## src/rtl/approx_mult_pkg.sv

```systemverilog
// Shared definitions for the pipelined approximate multiplier: mode encoding
// and the reference column-truncation product used by the core and the bench model.
package approx_mult_pkg;

  localparam logic MODE_EXACT  = 1'b0;
  localparam logic MODE_APPROX = 1'b1;

  // Operands are zero-extended to 32 bits. Only columns >= trunc are summed.
  // Bit trunc-1 is then forced to 1 for non-zero operands, which roughly
  // re-centres the error of the dropped columns.
  function automatic logic [63:0] approx_product(input logic [31:0] a,
                                                 input logic [31:0] b,
                                                 input int          width,
                                                 input int          trunc);
    logic [63:0] acc;
    logic [63:0] row;
    logic [63:0] mask;
    acc  = '0;
    mask = ~64'd0 << trunc;
    for (int i = 0; i < 32; i++) begin
      row = (i < width && b[i]) ? (64'(a) << i) : 64'd0;
      acc = acc + (row & mask);
    end
    if (a != '0 && b != '0) acc = acc | (64'd1 << (trunc - 1));
    return acc;
  endfunction

endpackage

```

## src/rtl/approx_mult_core.sv

```systemverilog
// Combinational exact and column-truncated approximate products for one
// operand pair; the pipeline wrapper selects between them.
module approx_mult_core
  import approx_mult_pkg::*;
#(
  parameter int WIDTH = 8,
  parameter int TRUNC = 4
) (
  input  logic [WIDTH-1:0]   a,
  input  logic [WIDTH-1:0]   b,
  output logic [2*WIDTH-1:0] exact,
  output logic [2*WIDTH-1:0] approx
);

  assign exact  = (2*WIDTH)'(a) * (2*WIDTH)'(b);
  assign approx = (2*WIDTH)'(approx_product(32'(a), 32'(b), WIDTH, TRUNC));

endmodule

```

## src/rtl/approx_mult_pipe.sv

```systemverilog
// Elastic valid/ready pipeline around approx_mult_core with per-transaction mode.
// Optional error statistics are built when APPROX_MULT_ERR_STATS_EN is defined.
module approx_mult_pipe
  import approx_mult_pkg::*;
#(
  parameter int WIDTH  = 8,
  parameter int TRUNC  = 4,
  parameter int STAGES = 3,
  parameter int ERRW   = 32
) (
  input  logic                clk,
  input  logic                rst_n,
  input  logic                in_valid,
  output logic                in_ready,
  input  logic [WIDTH-1:0]    in_a,
  input  logic [WIDTH-1:0]    in_b,
  input  logic                in_mode,
  output logic                out_valid,
  input  logic                out_ready,
  output logic [2*WIDTH-1:0]  out_y,
  output logic                out_mode,
  input  logic                stat_clr,
  output logic [ERRW-1:0]     stat_count,
  output logic [ERRW-1:0]     stat_err_sum
);

  localparam int PW = 2 * WIDTH;

  typedef struct packed {
    logic          mode;
    logic [PW-1:0] y;
`ifdef APPROX_MULT_ERR_STATS_EN
    logic [PW-1:0] exact;
`endif
  } stage_t;

  logic [PW-1:0]     exact_p;
  logic [PW-1:0]     approx_p;
  stage_t            in_pay;
  stage_t            pay_q [STAGES];
  stage_t            pay_d [STAGES];
  logic [STAGES-1:0] v_q;
  logic [STAGES-1:0] v_d;
  logic [STAGES-1:0] adv;
  logic              in_fire;

  approx_mult_core #(
    .WIDTH (WIDTH),
    .TRUNC (TRUNC)
  ) u_core (
    .a      (in_a),
    .b      (in_b),
    .exact  (exact_p),
    .approx (approx_p)
  );

  always_comb begin
    in_pay      = '0;
    in_pay.mode = in_mode;
    in_pay.y    = (in_mode == MODE_APPROX) ? approx_p : exact_p;
`ifdef APPROX_MULT_ERR_STATS_EN
    in_pay.exact = exact_p;
`endif
  end

  // A stage advances when it holds data and the stage after it can take it;
  // the chain is evaluated from the output back so in_ready sees out_ready.
  always_comb begin
    adv             = '0;
    adv[STAGES-1]   = v_q[STAGES-1] & out_ready;
    for (int k = STAGES - 2; k >= 0; k--) begin
      adv[k] = v_q[k] & (~v_q[k+1] | adv[k+1]);
    end
  end

  assign in_ready = ~v_q[0] | adv[0];
  assign in_fire  = in_valid & in_ready;

  // NOTE: every always_comb output gets a default first so no latch is inferred.
  always_comb begin
    v_d   = v_q;
    pay_d = pay_q;
    if (~v_q[0] | adv[0]) begin
      v_d[0] = in_fire;
      if (in_fire) pay_d[0] = in_pay;
    end
    for (int k = 1; k < STAGES; k++) begin
      if (~v_q[k] | adv[k]) begin
        v_d[k] = v_q[k-1];
        if (v_q[k-1]) pay_d[k] = pay_q[k-1];
      end
    end
  end

  // NOTE: state uses non-blocking assignments; the payload is reset as well so
  // out_y/out_mode read 0 after reset rather than stale operands.
  always_ff @(posedge clk or negedge rst_n) begin
    if (!rst_n) begin
      v_q <= '0;
      for (int k = 0; k < STAGES; k++) pay_q[k] <= '0;
    end else begin
      v_q   <= v_d;
      pay_q <= pay_d;
    end
  end

  assign out_valid = v_q[STAGES-1];
  assign out_y     = pay_q[STAGES-1].y;
  assign out_mode  = pay_q[STAGES-1].mode;

`ifdef APPROX_MULT_ERR_STATS_EN
  localparam int SW = ((ERRW > PW) ? ERRW : PW) + 1;

  logic            out_fire;
  logic [PW-1:0]   abs_err;
  logic [SW-1:0]   err_sum;
  logic [ERRW-1:0] cnt_q, cnt_d;
  logic [ERRW-1:0] err_q, err_d;

  assign out_fire = out_valid & out_ready;

  // The approximate result can exceed the exact one (forced bias bit), hence |.|.
  always_comb begin
    abs_err = (pay_q[STAGES-1].exact >= out_y) ? (pay_q[STAGES-1].exact - out_y)
                                               : (out_y - pay_q[STAGES-1].exact);
    err_sum = SW'(err_q) + SW'(abs_err);
    cnt_d   = cnt_q;
    err_d   = err_q;
    if (stat_clr) begin
      cnt_d = '0;
      err_d = '0;
    end else if (out_fire && out_mode == MODE_APPROX) begin
      cnt_d = (&cnt_q) ? cnt_q : cnt_q + ERRW'(1);
      err_d = (err_sum > SW'({ERRW{1'b1}})) ? {ERRW{1'b1}} : ERRW'(err_sum);
    end
  end

  always_ff @(posedge clk or negedge rst_n) begin
    if (!rst_n) begin
      cnt_q <= '0;
      err_q <= '0;
    end else begin
      cnt_q <= cnt_d;
      err_q <= err_d;
    end
  end

  assign stat_count   = cnt_q;
  assign stat_err_sum = err_q;
`else
  logic unused_stat_clr;
  assign unused_stat_clr = stat_clr;
  assign stat_count      = '0;
  assign stat_err_sum    = '0;
`endif

endmodule
```

## config.mk

```make
export PLATFORM = sky130hd
export DESIGN_NAME = approx_mult_pipe
export DESIGN_NICKNAME = d
export VERILOG_FILES = /design/src/rtl/approx_mult_pkg.sv /design/src/rtl/approx_mult_core.sv /design/src/rtl/approx_mult_pipe.sv
export SDC_FILE = /design/constraint.sdc
export NUM_CORES = 1
export LEC_CHECK = 0
export CORE_ASPECT_RATIO = 2
export CORE_MARGIN = 2
export CORE_UTILIZATION = 40
export DETAILED_ROUTE_END_ITERATION = 8
export GPL_ROUTABILITY_DRIVEN = 0
export SYNTH_ARGS = -nofsm -noshare
export SYNTH_HDL_FRONTEND = slang
export SYNTH_SLANG_ARGS = --single-unit
```

## constraint.sdc

```tcl
create_clock -name clk -period 3.8 [get_ports clk]
set_input_delay 0.76 -clock clk [delete_from_list [all_inputs] [get_ports clk]]
set_output_delay 0.76 -clock clk [all_outputs]
set_load 0.1 [all_outputs]
```

==> impl_metrics.csv <==
group,metric,value,unit
power,p_total,0.004708,W
logic_synthesis,synth_edf_count,0,
setup_path,reg2reg_slack,2210,ps
layout,nNetsFinal,915,
sta,final_max_slew_viol_count,0,
clocking,clkSlewWorstSetupHoldPaths,60,ps
logic_synthesis,netlist_instances,661,
setup_path,crit_top_cell,"fa_1",
clocking,cts_hold_buf,0,
sta,min_period_over_period,143.6,%
setup_path,crit_fanout,4,
logic_synthesis,ys_seq_area_share,21.56,%
setup_path,crit_path_max_incr_delay,530,ps
place,portBuffers,39,
die,ios,105,
setup_path,worst-setup-path-type,"in2reg",
sta,fin_skew,2.186,ps
run_status,status,"finished, violations left",
clocking,root_buffer,"clkbuf_16",
setup_path,ff2ff_path_depth,6,
logic_synthesis,synth_warnings,0,
sta,hold_viol_final,0,
layout,drive_above_1_share,25.19,%
worst_hold_path,hold_start,"pay_q[34]$_DFFE_PN0P_",
global_routing,overflow,0,
die,die_h,181.0,um
routing,vias,4503,
logic_synthesis,muxShareOfSynthArea,6.427,%
logic_synthesis,synthXorXnorAreaFrac,3.353,%
sta,rsz0062_at_grt,"yes",
die,dieArea,0.01675,mm^2
die,rows,64,
power,ir_drop,0.0002403,V
logic_synthesis,yosys.area_share.adder,32.50,%
place,post_dp_cell_area,0.007203,mm^2
logic_synthesis,synthSimpleGateAreaFrac,11.06,%
sta,slew_headroom,34.18,%
setup_path,start_kind,"primary input",
clocking,cts_buffers,5,
setup_path,endpoint_kind,"register",
die,coreArea,0.01529,mm^2
routing,firstDrtPassIters,4,
sta,layout_setup_ws,-1656,ps
sta,final-setup-viol-count,10,
routing,drcViolationCount,0,
routing,ant_nets,0,
clocking,clock_sinks,54,
global_routing,antenna_found_initial,0,
global_routing,track_usage,15.96,%
die,die_w,92.52,um
sta,layout_min_cycle_time,5456,ps
routing,wl_per_cell,13.52,um
place,place_hpwl,11430,um
layout,syn2layout_area_growth,20.76,%
setup_path,required,3980,ps
global_routing,grt_max_degree,37,
logic_synthesis,dominantRegCellSynth,"dfrtp_1",
routing,via_per_inst,4.652,
power,p_per_area,622.0,mW/mm^2
setup_path,critPathArrivalTime,5630,ps
sta,fmax,183.3,MHz
logic_synthesis,synth_compound_area_share,8.124,%
sta,setup_tns,-11580,ps
logic_synthesis,ys_ff_latch,54,
layout,finalCoreUtilization,49.49,%
logic_synthesis,async_reset_ff_share,100.0,%
run_status,violations,"negative setup slack",
logic_synthesis,ys_types,48,
die,start_util,40.98,%
logic_synthesis,avgSynthCellArea,9.483,um^2
logic_synthesis,syn_area,0.006269,mm^2
setup_path,slowest_stage,"fa_1",
routing,drt-initial-drc-count,112,
clocking,clockBufferDepth,2,
setup_path,r2r-start,"v_q[1]$_DFFE_PN0P_",
sta,holdWs,477.0,ps
flow_run,drv_cap,0,
sta,worstMarginPinSlew,984.2,ps
worst_hold_path,whs_path_depth,2,
setup_path,crit_chain,"buf_8 > and2_4 > ha_4 > ha_4 > nand2_2 > o21ai_1 > a32o_2 > a21oi_2 > xor2_1 > fa_1 > fa_1 > inv_1 > fa_1 > inv_1 > fa_1 > inv_2 > fa_2 > a21oi_2 > o211ai_1 > o41ai_2 > xnor2_1 > a21oi_1 > a22o_1",
layout,antenna_cells,0,
clocking,cts_tree,"done",
global_routing,grt_pass1_vias,4720,
clocking,h-tree-depth,2,
setup_path,r2r-end,"pay_q[42]$_DFFE_PN0P_",
layout,final_area,0.007570,mm^2
worst_hold_path,worst_hold_path_type,"reg2reg",
power,leakagePower,3.941,nW
global_routing,grt_pass1_wl,21390,um
routing,drt-total-wl,13090,um
clocking,clock_latency,290,ps
worst_hold_path,holdPathEnd,"pay_q[34]$_DFFE_PN0P_",
logic_synthesis,synth_top_family_by_area,"adder cells",
[per-layer routing]
metal | up-vias | global-route usage (%) | share of wire [%]
met5 | - | 0 | 0
li1 | 2178 | - | -
met3 | 35 | 1.168 | 3.4
met2 | 132 | 32.50 | 58
met4 | 0 | 8.776 | 5.3
met1 | 2158 | 14.90 | 33
[area by class of cell]
cell class / count / area, um^2
Sequential cell: 54 / 1351
Clock buffer: 6 / 138.9
Timing Repair Buffer: 136 / 1122
Clock inverter: 2 / 12.51
Tap cell: 198 / 247.7
Inverter: 104 / 390.4
Multi-Input combinational cell: 468 / 4307
Fill cell: 1429 / 7725
[registers in the layout, summed over array words and instances (netlist names)]
name      count
out_y        16
pay_q        34
out_mode      1
v_q           3
[Yosys cell counts, types with 12 or more instances]
cell type  instances  area (um^2)
inv_1            104        390.4
buf_4             80        600.6
fa_1              62         1241
ha_1              62        775.7
nand2_1           57        214.0
dfrtp_1           54         1351
and2_1            37        231.5
mux2_2            34        382.9
nor2_1            18        67.56
a21oi_1           17        85.08
o21ai_1           17        85.08
clkbuf_1          16        60.06
xnor2_1           12        105.1
xor2_1            12        105.1
[critical path, delay by kind of cell]
family / cells / cell delay [ps]
xor gates and xnor gates: 2 / 380
buffers and inverters: 4 / 270
adders and majority gates: 7 / 2710
and+or+nand+nor: 2 / 210
AOI/OAI and AO/OA: 8 / 1290
[repair_timing]
item                                    in CTS  in global routing
endpoints found under the setup margin      12                 11
buffers inserted                             6                  2
pin swaps                                   47                 20
hold endpoints to repair                     0                  0
cloned                                       0                  1
gates resized for setup                     68                 10
[worst max-delay path by stage]
stage | start | end | slack (ps) | cells past startpoint
global route | in_b[0] | pay_q[49]$_DFFE_PN0P_ | -1830 | 23
detailed placement | in_b[0] | pay_q[49]$_DFFE_PN0P_ | -2490 | 23
finish | in_b[0] | pay_q[49]$_DFFE_PN0P_ | -1660 | 23
floorplan | in_a[4] | pay_q[49]$_DFFE_PN0P_ | -1770 | 24
CTS | in_b[0] | pay_q[49]$_DFFE_PN0P_ | -1660 | 23
global placement | in_b[1] | pay_q[49]$_DFFE_PN0P_ | -2300 | 24
[power breakdown]
| part | total [W] | leakage, nW | internal, W | switching [W] |
|---|---|---|---|---|
| registers | 0.000891 | 0.667 | 0.000789 | 0.000102 |
| logic | 0.00337 | 3.20 | 0.00135 | 0.00202 |
| clock network | 0.000449 | 0.0729 | 0.000261 | 0.000188 |
[stage by stage]
stage                     setup slack [ps]  std cells
after global placement               -2299        951
after floorplan                      -1770        724
after global routing                 -1833        968
final                                -1656        968
after CTS                            -1665        965
after detailed placement             -2485        951
[cells by family (layout without fill, tap and decap cells)]
group                      after synthesis  count (layout)
AOI/OAI and AO/OA                       77              77
DFF                                     54              54
adders and majority gates              126             126
and+or+nand+nor                        141             141
muxes                                   36              36
buffers and inverters                  202             248
xor gates and xnor gates                24              24
other                                    1              64
[placed cells by master, fill, tap and decap left out, drive strengths merged, types with 2 or more instances in the layout]
cell type / netlist / layout
mux2: 34 / 34
dfrtp: 54 / 54
maj3: 2 / 2
a21oi: 17 / 17
conb: 1 / 64
xor2: 12 / 12
nand2b: 7 / 7
o41ai: 2 / 2
nor4: 3 / 3
nand2: 57 / 57
dlygate4sd2: 0 / 6
a31oi: 5 / 5
a21o: 5 / 5
nor2: 18 / 18
fa: 62 / 62
o21ai: 24 / 24
xnor2: 12 / 12
and2: 37 / 37
nor2b: 5 / 5
o211ai: 2 / 2
ha: 62 / 62
o21bai: 3 / 3
a2bb2oi: 2 / 2
clkbuf: 16 / 6
buf: 82 / 105
mux2i: 2 / 2
inv: 104 / 104
a211oi: 3 / 3
o21a: 6 / 6
nor3: 5 / 5
nand3: 5 / 5
clkdlybuf4s50: 0 / 22
clkdlybuf4s15: 0 / 2
Power figures use the tool's default switching activity.
